### config.mk
export PLATFORM = sky130hd
export DESIGN_NAME = lib_cmps_from_pow2_flat
export DESIGN_NICKNAME = d
export VERILOG_FILES = /design/src/rtl/lib_cmps_from_pow2_if.sv /design/src/rtl/lib_cmps_from_pow2.sv /design/src/flat_wrapper.sv
export SDC_FILE = /design/constraint.sdc
export NUM_CORES = 1
export LEC_CHECK = 0
export BUFFER_PORTS_ARGS = -buffer_cell sky130_fd_sc_hd__buf_2
export CAP_MARGIN = 40
export CORE_MARGIN = 4
export CORE_UTILIZATION = 40
export CTS_CLUSTER_SIZE = 10
export DETAILED_ROUTE_END_ITERATION = 10
export PLACE_DENSITY_LB_ADDON = 0.12
export SYNTH_ARGS = -nofsm -noshare
export SYNTH_HDL_FRONTEND = slang
export SYNTH_SLANG_ARGS = --single-unit
### constraint.sdc
create_clock -name clk -period 2.9 [get_ports clk]
set_clock_uncertainty 0.15 [all_clocks]
set_input_delay 0.145 -clock clk [delete_from_list [all_inputs] [get_ports clk]]
set_output_delay 0.145 -clock clk [all_outputs]
set_load 0.05 [all_outputs]
### src/rtl/lib_cmps_from_pow2_if.sv
// Beat-in / vector-out bundle for the one-hot recomposer.
// master: upstream beat source plus downstream vector sink; slave: the recomposer.
interface lib_cmps_from_pow2_if #(
    parameter int unsigned WIDTH = 16
);
    localparam int unsigned CntW = $clog2(WIDTH + 1);

    logic             onehot_vld;
    logic             onehot_rdy;
    logic [WIDTH-1:0] onehot;
    logic             onehot_last;
    logic             vect_vld;
    logic             vect_rdy;
    logic [WIDTH-1:0] vect;
    logic [CntW-1:0]  cnt;
    logic             err_nonhot;
    logic             err_dup;
    logic             err_ovf;

    modport master (
        output onehot_vld, onehot, onehot_last, vect_rdy,
        input  onehot_rdy, vect_vld, vect, cnt, err_nonhot, err_dup, err_ovf
    );

    modport slave (
        input  onehot_vld, onehot, onehot_last, vect_rdy,
        output onehot_rdy, vect_vld, vect, cnt, err_nonhot, err_dup, err_ovf
    );
endinterface

### src/rtl/lib_cmps_from_pow2.sv
// Streaming recomposer: ORs a frame of zero/one-hot beats into one vector,
// counts the bits set and flags malformed, repeated or excess beats.
module lib_cmps_from_pow2 #(
    parameter int unsigned WIDTH     = 16,
    parameter int unsigned MAX_BEATS = WIDTH
) (
    input logic                 clk,
    input logic                 rstn,
    lib_cmps_from_pow2_if.slave bus
);
    localparam int unsigned CntW  = $clog2(WIDTH + 1);
    localparam int unsigned BeatW = $clog2(MAX_BEATS + 1);
    localparam logic [BeatW-1:0] MaxBeats = BeatW'(MAX_BEATS);

    typedef enum logic [0:0] {StAccum, StHold} state_e;

    state_e           state_q, state_d;
    logic [WIDTH-1:0] acc_q, acc_d;
    logic [CntW-1:0]  cnt_q, cnt_d;
    logic [BeatW-1:0] beats_q, beats_d;
    logic             nonhot_q, nonhot_d;
    logic             dup_q, dup_d;
    logic             ovf_q, ovf_d;

    logic accept;
    logic release_frame;
    logic beat_zero;
    logic beat_multi;
    logic beat_dup;

    assign accept        = (state_q == StAccum) && bus.onehot_vld;
    assign release_frame = (state_q == StHold) && bus.vect_rdy;
    assign beat_zero     = (bus.onehot == '0);
    // x & (x-1) clears the lowest set bit; anything left means more than one bit
    assign beat_multi    = ((bus.onehot & (bus.onehot - WIDTH'(1))) != '0);
    assign beat_dup      = ((bus.onehot & acc_q) != '0);

    // State register
    always_ff @(posedge clk or negedge rstn) begin
        if (!rstn) begin
            state_q <= StAccum;
        end else begin
            state_q <= state_d;
        end
    end

    // Next state: close on an accepted last beat, reopen on release
    always_comb begin
        state_d = state_q;
        unique case (state_q)
            StAccum: if (accept && bus.onehot_last) state_d = StHold;
            StHold:  if (bus.vect_rdy)              state_d = StAccum;
            default: state_d = StAccum;
        endcase
    end

    // Frame accumulator, counters and sticky flags
    always_ff @(posedge clk or negedge rstn) begin
        if (!rstn) begin
            acc_q    <= '0;
            cnt_q    <= '0;
            beats_q  <= '0;
            nonhot_q <= 1'b0;
            dup_q    <= 1'b0;
            ovf_q    <= 1'b0;
        end else begin
            acc_q    <= acc_d;
            cnt_q    <= cnt_d;
            beats_q  <= beats_d;
            nonhot_q <= nonhot_d;
            dup_q    <= dup_d;
            ovf_q    <= ovf_d;
        end
    end

    // Beat classification in priority order: overflow, zero, non-hot, duplicate, new bit
    always_comb begin
        acc_d    = acc_q;
        cnt_d    = cnt_q;
        beats_d  = beats_q;
        nonhot_d = nonhot_q;
        dup_d    = dup_q;
        ovf_d    = ovf_q;
        if (release_frame) begin
            acc_d    = '0;
            cnt_d    = '0;
            beats_d  = '0;
            nonhot_d = 1'b0;
            dup_d    = 1'b0;
            ovf_d    = 1'b0;
        end else if (accept) begin
            if (beats_q == MaxBeats) begin
                // Counter saturates; further beats only keep the flag set
                ovf_d = 1'b1;
            end else begin
                beats_d = beats_q + BeatW'(1);
                if (beat_zero) begin
                    // zero beats are legal padding
                end else if (beat_multi) begin
                    nonhot_d = 1'b1;
                end else if (beat_dup) begin
                    dup_d = 1'b1;
                end else begin
                    acc_d = acc_q | bus.onehot;
                    cnt_d = cnt_q + CntW'(1);
                end
            end
        end
    end

    // Outputs: handshakes decoded from state, data straight from registers
    always_comb begin
        bus.onehot_rdy = (state_q == StAccum);
        bus.vect_vld   = (state_q == StHold);
        bus.vect       = acc_q;
        bus.cnt        = cnt_q;
        bus.err_nonhot = nonhot_q;
        bus.err_dup    = dup_q;
        bus.err_ovf    = ovf_q;
    end
endmodule
### src/flat_wrapper.sv
// flat-port wrapper written by rule: the top's interface ports become plain ports
module lib_cmps_from_pow2_flat 
#(
    parameter int unsigned WIDTH     = 16,
    parameter int unsigned MAX_BEATS = WIDTH
)
  (clk, rstn, bus_onehot_vld, bus_onehot, bus_onehot_last, bus_vect_rdy, bus_onehot_rdy, bus_vect_vld, bus_vect, bus_cnt, bus_err_nonhot, bus_err_dup, bus_err_ovf);
  lib_cmps_from_pow2_if #(.WIDTH(WIDTH)) bus_i ();
  input logic clk;
  input logic rstn;
  input wire logic [$bits(bus_i.onehot_vld)-1:0] bus_onehot_vld;
  input wire logic [$bits(bus_i.onehot)-1:0] bus_onehot;
  input wire logic [$bits(bus_i.onehot_last)-1:0] bus_onehot_last;
  input wire logic [$bits(bus_i.vect_rdy)-1:0] bus_vect_rdy;
  output wire logic [$bits(bus_i.onehot_rdy)-1:0] bus_onehot_rdy;
  output wire logic [$bits(bus_i.vect_vld)-1:0] bus_vect_vld;
  output wire logic [$bits(bus_i.vect)-1:0] bus_vect;
  output wire logic [$bits(bus_i.cnt)-1:0] bus_cnt;
  output wire logic [$bits(bus_i.err_nonhot)-1:0] bus_err_nonhot;
  output wire logic [$bits(bus_i.err_dup)-1:0] bus_err_dup;
  output wire logic [$bits(bus_i.err_ovf)-1:0] bus_err_ovf;
  assign bus_i.onehot_vld = bus_onehot_vld;
  assign bus_i.onehot = bus_onehot;
  assign bus_i.onehot_last = bus_onehot_last;
  assign bus_i.vect_rdy = bus_vect_rdy;
  assign bus_onehot_rdy = bus_i.onehot_rdy;
  assign bus_vect_vld = bus_i.vect_vld;
  assign bus_vect = bus_i.vect;
  assign bus_cnt = bus_i.cnt;
  assign bus_err_nonhot = bus_i.err_nonhot;
  assign bus_err_dup = bus_i.err_dup;
  assign bus_err_ovf = bus_i.err_ovf;
  lib_cmps_from_pow2 #(.WIDTH(WIDTH), .MAX_BEATS(MAX_BEATS)) u_core (.clk(clk), .rstn(rstn), .bus(bus_i));
endmodule
==> impl_results.md, run 1 <==
- R2r startpoint: u_core.beats_q[0]
- Register bit count reported by yosys: 30
- Area fraction in compound gates after synthesis: 22.2%
- Slew Viols, Final: 0
- Die ar.: 5230 µm²
- CP max FO: 6
- CTS tree: built
- PortBufs: 46
- Drt drc: 0
- Post-synthesis adder-cell area fraction: under 10%
- Share of cells above drive strength 1: 31.1%
- Antenna violations before repair: 0
- Clk_lat worst skew: 280 ps
- Placed Instance Area: 1940 µm²
- GRT Total Usage: 18.5%
- Wire length of the first global-routing pass: ~7.5 mm
- Dpl cells: 270
- Dpl hpwl: 3.24 mm
- Top-count cell post-synth: nand2_1
- Setup Buffers After CTS: 0
- CTS sink cnt: 30
- Max-Cap Viols: 0
- Post-Layout Cell Count: roughly 290
- Starting density of the core: 41.4%
- Root Buffer: clkbuf_8
- Switching power: around 290 µW
- Final hold violation count: 0
- Largest family of logic cells by synthesized area: simple AND/OR/NAND/NOR gates
- Largest net degree at the start of global routing: 38
- Tightest Hold Check Type: primary input to flop
- Setup TNS: 0 ps
- Final min period: around 2800 ps
- Syn_nets: 201
- Worst Path Required: 2960 ps
- Synth top area share: 45.4%
- Mapped Cells: 177
- Clock Power Share: 32.0%
- Fraction of registers with async set/reset: 100%
- Vias in the first global route: 1,592
- Post-DR vias/cell: 5.54
- Die X: 72.3 µm
- DRT iter0 DRCs: 72
- Row cnt: 23
- Final Cell Area: 2100 µm²
- Final Setup Violations: 0
- Status: completed
- Post-synthesis mux area share: 1.21%
- Number of routed nets with antenna violations: 0
- CTS buffer count: 5
- Setup Slack @ Placement: 22.3 ps
- FILL cells: 374
- Worst Tran Pin Value: 683 ps
- Maximum buffer depth of the clock tree: 2
- Mapped Avg Cell Area: 9.35 µm²
- Synth warn: 0
- Footprint of the multi-input gates: 851 µm²
- Drt total wl: 4.41 mm
- Xor/xnor share of the synthesized area: 2.12%
- Drt wl/cell: 15.5 µm
- Comb power frac: a little under a fifth
- Post-layout util: 52.6%
- Worst endpoint data arrival time: between 2000 and 3000 ps
- Leak: 1.02 nW
- Worst setup endpoint: u_core.bus.cnt[3]
- Clock transition at path regs: roughly 60 ps
- Register-to-Register Path Depth: 8
- Flop-to-flop setup slack: about 380 ps
- Worst hold slack: 12.9 ps
- Syn Std Cell Area: 1660 µm²
- Final period util: 97.7%
- Seq pwr share: 48.9%
- Internal: 681 µW
- CP endpoint kind: flop
- Seq/Total Area, Yosys: 45.4%
- Die Span Y: 72.3 µm
- Pwr Density: 463 nW/µm²
- Antenna diode count: 0
- Core area: 4000 µm²
- Reg area: 751 µm²
- Max Fclk: around 350 MHz
- Worst VDD drop: 0.000329 V
- Crit start category: primary input
- CP Class: primary input to flop
- I/O Pins: 47
- RePlAce Congestion: approximately 0.85
- Total chip power: 975 µW
- Worst R2R End: u_core.bus.cnt[3]
- Post-synthesis simple-gate area fraction: 22.3%
- Sw frac: 30.1%
- Number of synthesized flops with an enable pin: 0
- Cell accounting for the most synthesized area: dfrtp_1
- Distinct cell type count after synthesis: 43
- P&R area growth vs syn: 27.1%
- Most frequent cells after synthesis: nand2_1 (39), dfrtp_1 (30), nor2_1 (12)
- GRT overflow: 0
- Max_slew headroom: 54.4%
- Htree depth: 2
- Final worst slack: 66.6 ps
- Synth area leaders: dfrtp_1 (45%), nand2_1 (8.8%), o21ai_2 (5.3%)
- Final Net Count: 259
- Initial DRT Pass Iterations: 4
- Via count: 1,578
- Launch point of the worst path: bus_onehot[10]
- RSZ-0062 raised after global routing: false
- Ys flop type: dfrtp_1
sequential cells by signal, summed over array words and instances, names as in the netlist:
name / count
u_core.beats_q: 5
u_core.bus.cnt: 5
u_core.bus.err_dup: 1
u_core.bus.err_nonhot: 1
u_core.bus.err_ovf: 1
u_core.bus.vect: 16
u_core.bus.vect_vld: 1
power by group through the flow:
stage	Combinational, mW	Clock (mW)	Sequential (mW)
detailed placement	0.178	0	0.482
finish	0.187	0.311	0.476
global placement	0.170	0	0.481
CTS	0.187	0.319	0.476
floorplan	0.100	0	0.491
global route	0.213	0.341	0.479
layout make-up:
class | instances | area share (%)
Inverter | 4 | 0.714
Sequential cell | 30 | 35.7
Tap cell | 50 | 2.97
Timing Repair Buffer | 59 | 16.5
Multi-Input combinational cell | 135 | 40.5
Clock buffer | 7 | 3.63
cells in the final DEF, fill, tap and decap left out, types with 2 or more instances in the layout:
master / netlist / layout
nor2_1: 12 / 12
o21ai_0: 3 / 3
clkbuf_1: 4 / 2
nand2_1: 39 / 39
inv_1: 4 / 4
nand3_1: 2 / 2
clkbuf_8: 0 / 5
ha_1: 3 / 3
nor3_1: 3 / 3
a22o_1: 4 / 4
xor2_1: 3 / 3
or3_1: 2 / 2
a21oi_1: 9 / 8
or4_1: 8 / 6
a221oi_1: 4 / 4
dfrtp_1: 30 / 30
or4_4: 0 / 2
o31ai_1: 3 / 3
mux2i_1: 2 / 2
dlygate4sd3_1: 0 / 8
buf_2: 1 / 46
nand4_1: 2 / 2
o21ai_1: 6 / 6
o21ai_2: 10 / 10
buf_4: 1 / 5
metal layers:
metal  GRT usage (%)  wire [µm]
met2            29.4       2020
met5               0          0
met4            6.68        104
met1            23.4       1970
met3            5.96        312
critical path: stages:
cell,delay (ps)
dlygate4sd3_1,550
buf_2,160
or4_1,550
nor3_2,160
o22ai_1,100
or4_4,530
or4_4,540
a21oi_2,150
worst min-delay path by stage:
stage / depth (start not counted) / end / start / slack [ps]
finish: 3 / u_core.bus.vect[11] / bus_onehot[11] / 10
global route: 3 / u_core.bus.vect[5] / bus_onehot[5] / 10
CTS: 3 / u_core.bus.vect[9] / bus_onehot[9] / 2
detailed placement: 1 / u_core.bus.vect[11] / rstn / 80
global placement: 1 / u_core.bus.vect[11] / rstn / 60
floorplan: 0 / u_core.beats_q[0] / rstn / -300
cells by family (layout without fill, tap and decap cells):
kind of cell	Yosys count	after routing
buffers and inverters	12	70
AND/OR/NAND/NOR	77	77
multiplexers	2	2
adder cells (fa/ha/maj)	4	4
AO/OA/AOI/OAI	48	48
flip-flops	30	30
XOR/XNOR	4	4
what timing repair did:
action                                  in CTS  in global routing
endpoints found under the setup margin       0                 14
hold endpoints to repair                    36                  0
resized for setup                            0                  3
hold buffers                                 8                  0
Power figures use the tool's default switching activity.
==> inputs of run 2 (changes only) <==
--- a/config.mk
+++ b/config.mk
@@ -8,7 +8,7 @@
 export BUFFER_PORTS_ARGS = -buffer_cell sky130_fd_sc_hd__buf_2
 export CAP_MARGIN = 40
 export CORE_MARGIN = 4
-export CORE_UTILIZATION = 40
+export CORE_UTILIZATION = 45
 export CTS_CLUSTER_SIZE = 10
 export DETAILED_ROUTE_END_ITERATION = 10
 export PLACE_DENSITY_LB_ADDON = 0.12
==> run 2 against run 1 <==
Against the previous run:
- core utilization is 10 points higher
- sequential share of layout area is 0.87 points lower
- global-route usage is 2.3 points higher
- non-clock buffer count stayed put
- wire length is 6.7% lower
- combinational power hardly changed
- clock power is 69% higher
- setup slack better by 88 ps
- worst hold slack worse by 11 ps
- first-iteration DRC count is 1.4% lower
- total power is 22% higher
- sequential power hardly changed
- critical path type unchanged
==> impl_results.md, run 2 (same netlist as run 1, synthesis figures left out) <==
- Switching power: 306 µW (+4.3%)
- Worst hold stages: 3 (unchanged)
- Worst R2R End: u_core.bus.vect[9]
- Worst hold slack: 1.92 ps (-10.9 ps)
- CP endpoint kind: flop
- Leak: 1.05 nW (+2.9%)
- GRT overflow: 0 (unchanged)
- Final min period: 2750 ps (-87.9 ps)
- Max_slew headroom: 55.2% (+0.71 points)
- WP depth: 9 (+1)
- Initial DRT Pass Iterations: 4 (unchanged)
- Die Span Y: 68.7 µm (-5.1%)
- DRT iter0 DRCs: 71 (-1.4%)
- Worst endpoint data arrival time: 2810 ps (-80 ps)
- Clock Power Share: 44.2% (+12 points)
- P&R area growth vs syn: 30.2%
- CP max FO: 9 (+3)
- Number of gates resized after CTS: 0 (unchanged)
- Final Setup Violations: 0 (unchanged)
- Total chip power: 1.19 mW (+22%)
- Drt wl/cell: 14.6 µm (-5.7%)
- CTS tree: built
- CP Class: primary input to flop
- Final worst slack: 155 ps (+87.9 ps)
- Die X: 68.7 µm (-5.1%)
- Htree depth: 2 (unchanged)
- Commonest non-fill, non-tap cell in the layout: buf_2
- Commonest cells after routing, fill and taps aside: buf_2 (46), nand2_1 (39), dfrtp_1 (30)
- RSZ-0062 raised after global routing: false
- R2r startpoint: u_core.beats_q[0]
- Worst VDD drop: 0.000381 V (+16%)
- RePlAce Congestion: 0.800 (-5.5%)
- Status: completed
- Final hold violation count: 0 (unchanged)
- Final Net Count: 259 (unchanged)
- CP dominant cell by count: or4_1
- Max-Cap Viols: 0 (unchanged)
- Worst setup endpoint: u_core.bus.vect[9]
- Worst Path Required: 2960 ps (about the same)
- Worst path max stage delay: 660 ps (+110 ps)
- Seq pwr share: 40.0% (-8.9 points)
- Buf+Inv Stages, Crit Path: 3 (+1)
- Maximum buffer depth of the clock tree: 2 (unchanged)
- Dpl hpwl: 3.00 mm (-7.5%)
- Crit start category: primary input
- Sw frac: 25.7% (-4.4 points)
- Setup TNS: 0 ps (unchanged)
- Flop-to-flop setup slack: 440 ps (+60 ps)
- Die ar.: 4710 µm² (-9.9%)
- Antenna violations before repair: 0 (unchanged)
- Final period util: 94.7% (-3.0 points)
- Worst Tran Pin Value: 673 ps (-10.6 ps)
- Via count: 1,539 (-2.5%)
- CTS sink cnt: 30 (unchanged)
- Max Fclk: 364 MHz (+3.2%)
- Wire length of the first global-routing pass: 7.15 mm (-4.9%)
- Starting density of the core: 48.1% (+6.7 points)
- Vias in the first global route: 1,544 (-3.0%)
- Worst path cell trace: dlygate4sd3_1 > buf_2 > or4_1 > o21ai_0 > a31oi_1 > or4_1 > or2_1 > buf_4 > o21ai_1
- Register-to-Register Path Depth: 9 (+1)
- Clk_lat worst skew: 290 ps (about the same)
- Core area: 3440 µm² (-14%)
- Slowest CP cell: or4_1
- Share of cells above drive strength 1: 30.5% (-0.56 points)
- Internal: 884 µW (+30%)
- Max reg flops: 16 (unchanged)
- PortBufs: 46 (unchanged)
- Drt drc: 0 (unchanged)
- Row cnt: 21 (-8.7%)
- Launch point of the worst path: bus_onehot[12]
- Clock transition at path regs: 60 ps (about the same)
- GRT Total Usage: 20.7% (+2.3 points)
- Number of routed nets with antenna violations: 0 (unchanged)
- Post-DR vias/cell: 5.46 (-1.4%)
- Tightest Hold Check Type: primary input to flop
- Root Buffer: clkbuf_8
- CTS buffer count: 5 (unchanged)
- I/O Pins: 47 (unchanged)
- Largest net degree at the start of global routing: 38 (unchanged)
- Critical path's top delay family: simple AND/OR/NAND/NOR gates
- Setup Slack @ Placement: -21.9 ps (-44.2 ps)
- Antenna diode count: 0 (unchanged)
- Comb power frac: 15.8% (-3.4 points)
- Slew Viols, Final: 0 (unchanged)
- Pwr Density: 552 nW/µm² (+19%)
- Drt total wl: 4.11 mm (-6.7%)
[run 2: changes by cell type in the layout (fill, tap and decap cells not counted), sizes merged]
cell	before	now
buf	51	50
bufinv	0	2
clkbuf	7	6
dlygate4sd3	8	9
[run 2: layer usage]
metal / routed length [µm] / up-vias / global-route usage [%] / share of wire (%)
li1: - / 755 / - / -
met1: 1900 / 718 / 28.2 / 46
met2: 1830 / 62 / 30.9 / 45
met3: 334 / 4 / 6.97 / 8.1
met4: 38 / 0 / 6.45 / 0.92
met5: 0 / - / 0 / 0
[run 2: layout make-up]
type | instances | area [µm²]
clock inverters | 2 | 60.1
flip-flops and latches | 30 | 751
inverters | 4 | 15.0
clock buffers | 6 | 82.6
repair buffers | 59 | 350
multi-input cells | 135 | 840
fillers | 314 | 1290
well taps | 46 | 57.6
[run 2: power by group through the flow]
stage                     clock (mW)  combinational [mW]  sequential [mW]
final                          0.525               0.188            0.476
after global routing           0.564               0.214            0.482
after CTS                      0.534               0.191            0.476
after detailed placement           0               0.180            0.483
after global placement             0               0.169            0.481
after floorplan                    0               0.100            0.491
[run 2: what timing repair did]
| item | in CTS | in global routing |
|---|---|---|
| endpoints found under the hold margin | 37 | 0 |
| hold buffers | 9 | 0 |
| setup buffers | 0 | 0 |
[run 2: how the worst min path moves through the flow]
stage / from / endpoint / slack (ps)
global placement: rstn / u_core.bus.vect[11] / 60
CTS: bus_onehot[2] / u_core.bus.vect[2] / 2
detailed placement: rstn / u_core.bus.vect[11] / 80
floorplan: rstn / u_core.beats_q[0] / -300
global route: bus_onehot[2] / u_core.bus.vect[2] / 5
finish: bus_onehot[2] / u_core.bus.vect[2] / 2
[run 2: worst reg2reg max path, delay by kind of cell, from the launching register on]
family	cells	cell delay, ps
flip-flops	1	410
AO/OA/AOI/OAI	3	700
adder cells (fa/ha/maj)	1	190
buffers and inverters	2	290
AND/OR/NAND/NOR	3	640
[run 2: stage by stage]
stage | cells | util (%) | cell area (µm²)
2_1_floorplan | 177 | - | 1660
3_3_place_gp | 265 | 55.9 | 1920
3_5_place_dp | 265 | 55.9 | 1920
4_1_cts | 282 | 62.6 | 2160
5_1_grt | 282 | 62.6 | 2160
6_report | 282 | 62.6 | 2160
